$ cat src/rtl/usb_txn_sequencer.sv
// Host-side USB transaction sequencer. It feeds token/data/handshake packet words to the encoder
// and watches the decoder for replies, retrying on NAK, bad CRC or timeout.
module usb_txn_sequencer #(
    parameter int TIMEOUT   = 255,
    parameter int MAX_RETRY = 8
) (
    input  logic        clk,
    input  logic        rst_b,
    input  logic        start,
    input  logic        is_in,
    input  logic [6:0]  addr,
    input  logic [3:0]  endp,
    input  logic [63:0] wr_data,
    output logic        busy,
    output logic        done,
    output logic        success,
    output logic [63:0] rd_data,
    output logic [98:0] enc_pkt,
    output logic        enc_avail,
    input  logic        enc_ready,
    input  logic        rx_valid,
    input  logic [3:0]  rx_pid,
    input  logic        rx_crc_ok,
    input  logic [63:0] rx_data
);
    localparam int RW = $clog2(MAX_RETRY + 1);
    localparam logic [RW-1:0] RETRY_LAST = RW'(MAX_RETRY - 1);
    localparam logic [7:0]    TMO_LAST   = 8'(TIMEOUT);

    localparam logic [3:0] PID_OUT   = 4'b1000;
    localparam logic [3:0] PID_IN    = 4'b1001;
    localparam logic [3:0] PID_DATA0 = 4'b1100;
    localparam logic [3:0] PID_DATA1 = 4'b1101;
    localparam logic [3:0] PID_ACK   = 4'b0100;

    typedef enum logic [3:0] {
        S_IDLE,
        S_SEND_TOK,
        S_TX_TOK,
        S_SEND_DATA,
        S_TX_DATA,
        S_WAIT_HS,
        S_WAIT_RX,
        S_SEND_ACK,
        S_TX_ACK,
        S_FINISH
    } state_t;

    state_t          state_q, state_d;
    logic            is_in_q, is_in_d;
    logic [6:0]      addr_q, addr_d;
    logic [3:0]      endp_q, endp_d;
    logic [63:0]     wr_data_q, wr_data_d;
    logic [RW-1:0]   retry_q, retry_d;
    logic [7:0]      tmo_q, tmo_d;
    logic            tx_low_q, tx_low_d;
    logic            success_q, success_d;
    logic [63:0]     rd_data_q, rd_data_d;
    logic [98:0]     enc_pkt_q, enc_pkt_d;
    logic            retry_evt;
    logic            tx_done;

    function automatic logic [98:0] pkt_hdr(input logic [3:0] pid);
        logic [98:0] p;
        p         = '0;
        p[98:91]  = 8'b0000_0001;
        p[90:87]  = pid;
        p[86:83]  = ~pid;
        return p;
    endfunction

    // Address and endpoint go out LSB first, so they land bit-reversed in the word.
    function automatic logic [98:0] tok_pkt(input logic [3:0] pid, input logic [6:0] a,
                                            input logic [3:0] e);
        logic [98:0] p;
        p        = pkt_hdr(pid);
        p[82:76] = {<<{a}};
        p[75:72] = {<<{e}};
        return p;
    endfunction

    function automatic logic [98:0] data_pkt(input logic [63:0] d);
        logic [98:0] p;
        p        = pkt_hdr(PID_DATA0);
        p[82:19] = {<<{d}};
        return p;
    endfunction

    // Transmission is complete once enc_ready has dropped and then come back.
    assign tx_done = tx_low_q & enc_ready;

    always_comb begin
        state_d   = state_q;
        is_in_d   = is_in_q;
        addr_d    = addr_q;
        endp_d    = endp_q;
        wr_data_d = wr_data_q;
        retry_d   = retry_q;
        tmo_d     = tmo_q;
        tx_low_d  = tx_low_q;
        success_d = success_q;
        rd_data_d = rd_data_q;
        enc_pkt_d = enc_pkt_q;
        retry_evt = 1'b0;

        case (state_q)
            S_IDLE: begin
                if (start) begin
                    is_in_d   = is_in;
                    addr_d    = addr;
                    endp_d    = endp;
                    wr_data_d = wr_data;
                    retry_d   = '0;
                    success_d = 1'b0;
                    enc_pkt_d = tok_pkt(is_in ? PID_IN : PID_OUT, addr, endp);
                    state_d   = S_SEND_TOK;
                end
            end
            S_SEND_TOK: begin
                if (enc_ready) begin
                    tx_low_d = 1'b0;
                    state_d  = S_TX_TOK;
                end
            end
            S_TX_TOK: begin
                tx_low_d = tx_low_q | ~enc_ready;
                if (tx_done) begin
                    if (is_in_q) begin
                        tmo_d   = '0;
                        state_d = S_WAIT_RX;
                    end else begin
                        enc_pkt_d = data_pkt(wr_data_q);
                        state_d   = S_SEND_DATA;
                    end
                end
            end
            S_SEND_DATA: begin
                if (enc_ready) begin
                    tx_low_d = 1'b0;
                    state_d  = S_TX_DATA;
                end
            end
            S_TX_DATA: begin
                tx_low_d = tx_low_q | ~enc_ready;
                if (tx_done) begin
                    tmo_d   = '0;
                    state_d = S_WAIT_HS;
                end
            end
            S_WAIT_HS: begin
                tmo_d = tmo_q + 8'd1;
                if (rx_valid) begin
                    if (rx_pid == PID_ACK && rx_crc_ok) begin
                        success_d = 1'b1;
                        state_d   = S_FINISH;
                    end else begin
                        retry_evt = 1'b1;
                    end
                end else if (tmo_q == TMO_LAST) begin
                    retry_evt = 1'b1;
                end
            end
            S_WAIT_RX: begin
                tmo_d = tmo_q + 8'd1;
                if (rx_valid) begin
                    if ((rx_pid == PID_DATA0 || rx_pid == PID_DATA1) && rx_crc_ok) begin
                        rd_data_d = rx_data;
                        enc_pkt_d = pkt_hdr(PID_ACK);
                        state_d   = S_SEND_ACK;
                    end else begin
                        retry_evt = 1'b1;
                    end
                end else if (tmo_q == TMO_LAST) begin
                    retry_evt = 1'b1;
                end
            end
            S_SEND_ACK: begin
                if (enc_ready) begin
                    tx_low_d = 1'b0;
                    state_d  = S_TX_ACK;
                end
            end
            S_TX_ACK: begin
                tx_low_d = tx_low_q | ~enc_ready;
                if (tx_done) begin
                    success_d = 1'b1;
                    state_d   = S_FINISH;
                end
            end
            S_FINISH: begin
                state_d = S_IDLE;
            end
            default: begin
                state_d = S_IDLE;
            end
        endcase

        // A failed attempt restarts the whole transaction from the token.
        if (retry_evt) begin
            retry_d = retry_q + 1'b1;
            if (retry_q == RETRY_LAST) begin
                success_d = 1'b0;
                state_d   = S_FINISH;
            end else begin
                enc_pkt_d = tok_pkt(is_in_q ? PID_IN : PID_OUT, addr_q, endp_q);
                state_d   = S_SEND_TOK;
            end
        end
    end

    always_ff @(posedge clk or negedge rst_b) begin
        if (!rst_b) begin
            state_q   <= S_IDLE;
            is_in_q   <= 1'b0;
            addr_q    <= '0;
            endp_q    <= '0;
            wr_data_q <= '0;
            retry_q   <= '0;
            tmo_q     <= '0;
            tx_low_q  <= 1'b0;
            success_q <= 1'b0;
            rd_data_q <= '0;
            enc_pkt_q <= '0;
        end else begin
            state_q   <= state_d;
            is_in_q   <= is_in_d;
            addr_q    <= addr_d;
            endp_q    <= endp_d;
            wr_data_q <= wr_data_d;
            retry_q   <= retry_d;
            tmo_q     <= tmo_d;
            tx_low_q  <= tx_low_d;
            success_q <= success_d;
            rd_data_q <= rd_data_d;
            enc_pkt_q <= enc_pkt_d;
        end
    end

    assign busy      = (state_q != S_IDLE);
    assign done      = (state_q == S_FINISH);
    assign success   = success_q;
    assign rd_data   = rd_data_q;
    assign enc_pkt   = enc_pkt_q;
    assign enc_avail = (state_q == S_SEND_TOK) || (state_q == S_SEND_DATA) ||
                       (state_q == S_SEND_ACK);

endmodule

$ cat config.mk
export PLATFORM = sky130hd
export DESIGN_NAME = usb_txn_sequencer
export DESIGN_NICKNAME = d
export VERILOG_FILES = /design/src/rtl/usb_txn_sequencer.sv
export SDC_FILE = /design/constraint.sdc
export NUM_CORES = 1
export LEC_CHECK = 0
export CORE_ASPECT_RATIO = 2
export CORE_MARGIN = 3
export CORE_UTILIZATION = 30
export CTS_CLUSTER_DIAMETER = 100
export CTS_CLUSTER_SIZE = 25
export DETAILED_ROUTE_END_ITERATION = 6
export MAX_ROUTING_LAYER = met4
export PLACE_DENSITY = 0.66
export SYNTH_ARGS = -nofsm -noshare
export SYNTH_HDL_FRONTEND = slang
export SYNTH_SLANG_ARGS = --single-unit
$ cat constraint.sdc
create_clock -name clk -period 2.18 [get_ports clk]
set_input_delay 0.436 -clock clk [delete_from_list [all_inputs] [get_ports clk]]
set_output_delay 0.436 -clock clk [all_outputs]
set_load 0.02 [all_outputs]
==> metrics.txt <==
synth top area cells dfrtp_1 63%, nand2_1 16%, a22oi_1 3.9%; Routed Antenna Nets 0; Setup CP Type register to output port; most frequent cells in the layout 439 x nand2_1, 312 x clkdlybuf4s50_1, 256 x dfrtp_1; Comb pwr share between 30% and 40%; post-synthesis register bit count between 200 and 300; final period utilization about 96%; Hold Crit Class input pin to register; Post-Route WL 31.7 mm; cell row count 95; Pleak between 7 and 8 nW; iteration-0 DRC count of the detailed router ~460; # DRC 4; CP Max Fanout 21; total track usage ~17%; Finished Layout Cells 1,822; clock latency on the worst-skew pair ~0.5 ns; Clock power frac 19.9%; synth unique cells between 50 and 60; Reg power frac 45.9%; CP delay by family, top buffers and inverters; FILL cells 3,217; Worst path max stage delay approximately 0.44 ns; synthesized-area fraction occupied by adder cells less than 1%; routed vias/inst 4.70; Power Dens Cells between 900 and 1000 nW/um^2; Synth Area in XOR/XNOR less than 1%; Net Sw Frac a little over a third; total CTS buffers 14; Initial Utilization 30.5%; GPL Wtd Cong 0.838; die area about 37,000 sq um; compound-gate portion of the synthesized area between 9 and 10%; Mapped Area 10,300 sq um; Pint 0.00935 W; Inst Count DP around 1,800; Bufs and invs on worst path 2; Die H roughly 270 um; maxcap violations 0; FFs w/ async S/R, synth 100%; Nets about 1,500; max frequency roughly 0.48 GHz; CP Capture Type output port; dpl cell area about 14,000 sq um; RSZ-0062 raised after global routing false; first-pass GRT wire length roughly 48 mm; CTS tree built; simple-gate share of the synthesized area a little under a quarter; cell accounting for the most synthesized area dfrtp_1; CTS Buffer Depth 3; Reg area 6430 sq um; Switch Pwr approximately 0.0050 W; Ports roughly 320; vias in the first global route 8,865; Reg2Reg Depth 8; syn avg cell area just under 10 sq um; number of synthesized flops with an enable pin 0; most common flop cell mapped by yosys dfrtp_1; Final Instance Area between 10,000 and 15,000 sq um; Overflow after GRT 0; minimum clock period ~2.1 ns; DR vias ~8,600; sequential-to-total area share from yosys stat 62.7%; Die X roughly 140 um; Final Hold Viols 0; DR WL/cell between 15 and 20 um; largest net degree at the start of global routing 66; nature of the critical path startpoint register; DR pass1 iterations 7; IO Port Bufs 316; Finish-stage setup viols 0; Clock Sinks approximately 260; CP Depth 4; H-tree depth 1; share of the synthesized area in the top cell type 62.7%; max-slew violations 0; Core Area 33,600 sq um; worst-path cell chain buf_8, nand2b_2, nor2_1, clkdlybuf4s15_2; HPWL Detailed around 23 mm; Max-slew headroom between 50% and 60%; IR drop worst, VDD between 0.7 and 0.8 mV; dominant combinational cell family by area after synthesis simple AND/OR/NAND/NOR gates; Clock Skews 0.0270 ns; violations in the final reports DRC; outcome complete, but fails checks; hold path cells 3; share of cells above drive strength 1 between 7 and 8%; Clk Tree Root Cell clkbuf_16; Worst Max-Slew Pin Slew around 0.73 ns; Arrival @ worst endpoint roughly 1.7 ns; WHS ~0.45 ns; CP Data Required Time ~1.7 ns; Ys Warns 0; Synth-to-Final Area Change 44.1%; Syn Inst Count around 1,100; Mapped Nets roughly 1,200; mux cell area share after synthesis less than 1%; most common cell after layout, fill and taps aside nand2_1; critical path's slowest cell dfrtp_2; Reg clk slew, reported paths roughly 0.11 ns; initial antenna violation count 1; footprint of the multi-input gates between 3000 and 4000 sq um
## power groups by stage
stage | registers [W] | clock network [W] | logic [W]
global route | 0.00673 | 0.00318 | 0.00540
finish | 0.00659 | 0.00286 | 0.00490
CTS | 0.00658 | 0.00301 | 0.00488
global placement | 0.00663 | 0 | 0.00473
detailed placement | 0.00666 | 0 | 0.00484
floorplan | 0.00695 | 0 | 0.00230
## worst register-to-register path, stage by stage, from the launching register on
cell       delay (ns)
dfrtp_2          0.46
buf_8            0.17
xor2_1           0.19
a2111oi_0        0.41
a221oi_1         0.10
buf_4            0.18
buf_4            0.13
o21a_1           0.14
o32a_1           0.19
## per-stage QoR
stage	utilization (%)	TNS (ns)	power, W	setup slack, ns
after floorplan	-	0	0.00926	0.307
after global placement	42.5	-26.61	0.0114	-0.243
after detailed placement	42.5	-28.99	0.0115	-0.284
after CTS	43.8	0	0.0145	0.00301
after global routing	44.0	0	0.0153	0.00287
final	44.0	0	0.0144	0.0835
## cell usage after synthesis (2+ instances only)
cell	number
nor3_1	18
inv_1	7
o21a_1	3
a21oi_1	19
a222oi_1	11
o22ai_1	3
buf_2	25
a221oi_1	2
a2111oi_0	2
and3_1	2
nor2_1	72
nand3_1	13
nor4_1	3
buf_4	3
xor2_1	6
dfrtp_1	257
nand2b_1	8
nand2_1	440
a31oi_1	3
a22oi_1	53
ha_1	2
nor2b_1	2
a21o_1	2
o21ai_0	11
buf_6	7
mux2i_1	2
clkbuf_1	32
and2_1	28
## final cells by class
cell class / count / area share [%]
antenna: 1 / 0.0169
clock buffer: 15 / 2.54
clock inverter: 1 / 0.135
inverter: 7 / 0.178
multi-input combinational: 731 / 23.9
sequential: 257 / 43.5
tap: 436 / 3.69
timing repair buffer: 374 / 26.0
## path summary, 6_finish.rpt
path                                                   to              startpoint  slack [ns]
worst max-delay path                                 done  state_q[0]$_DFFE_PN0P_        0.08
worst min-delay path              rd_data[22]$_DFFE_PN0P_             rx_data[22]        0.45
worst max register to register     state_q[0]$_DFFE_PN0P_  state_q[0]$_DFFE_PN0P_        0.10
worst min register to register      enc_pkt[84]$_DFF_PN0_   enc_pkt[84]$_DFF_PN0_        0.48
max in group asynchronous         rd_data[42]$_DFFE_PN0P_                   rst_b        1.02
min in group asynchronous       wr_data_q[41]$_DFFE_PN0P_                   rst_b        0.51
## registers in the layout, summed over array words and instances (netlist names)
signal and flops:
addr_q 7, enc_pkt 99, endp_q 4, is_in_q 1
rd_data 64, retry_q 4, state_q 4, success 1
tmo_q 8, tx_low_q 1, wr_data_q 64
## layer usage
metal  vias to the layer above  global-route usage [%]  routed length (um)
met2                       245                    31.0               17500
met4                         0                    6.46                1050
met5                         -                       -                   0
met1                      4170                    18.8               11700
li1                       4089                       -                   -
met3                        51                    2.61                1570
## cell families after synthesis
kind of cell    Yosys count
xor+xnor                  6
simple gates            593
compound gates          126
buf+inv                  75
fa+ha+maj                 2
mux                       3
flops                   257
## repair_timing
| item | 4_1_cts | 5_1_grt |
|---|---|---|
| endpoints found under the hold margin | 58 | 0 |
| pin swaps | 0 | 3 |
| setup buffers | 0 | 1 |
| cloned | 0 | 1 |
| endpoints found under the setup margin | 31 | 77 |
| hold buffers | 1 | 0 |
| resized for setup | 17 | 8 |
(Power assumes the default switching activity.)
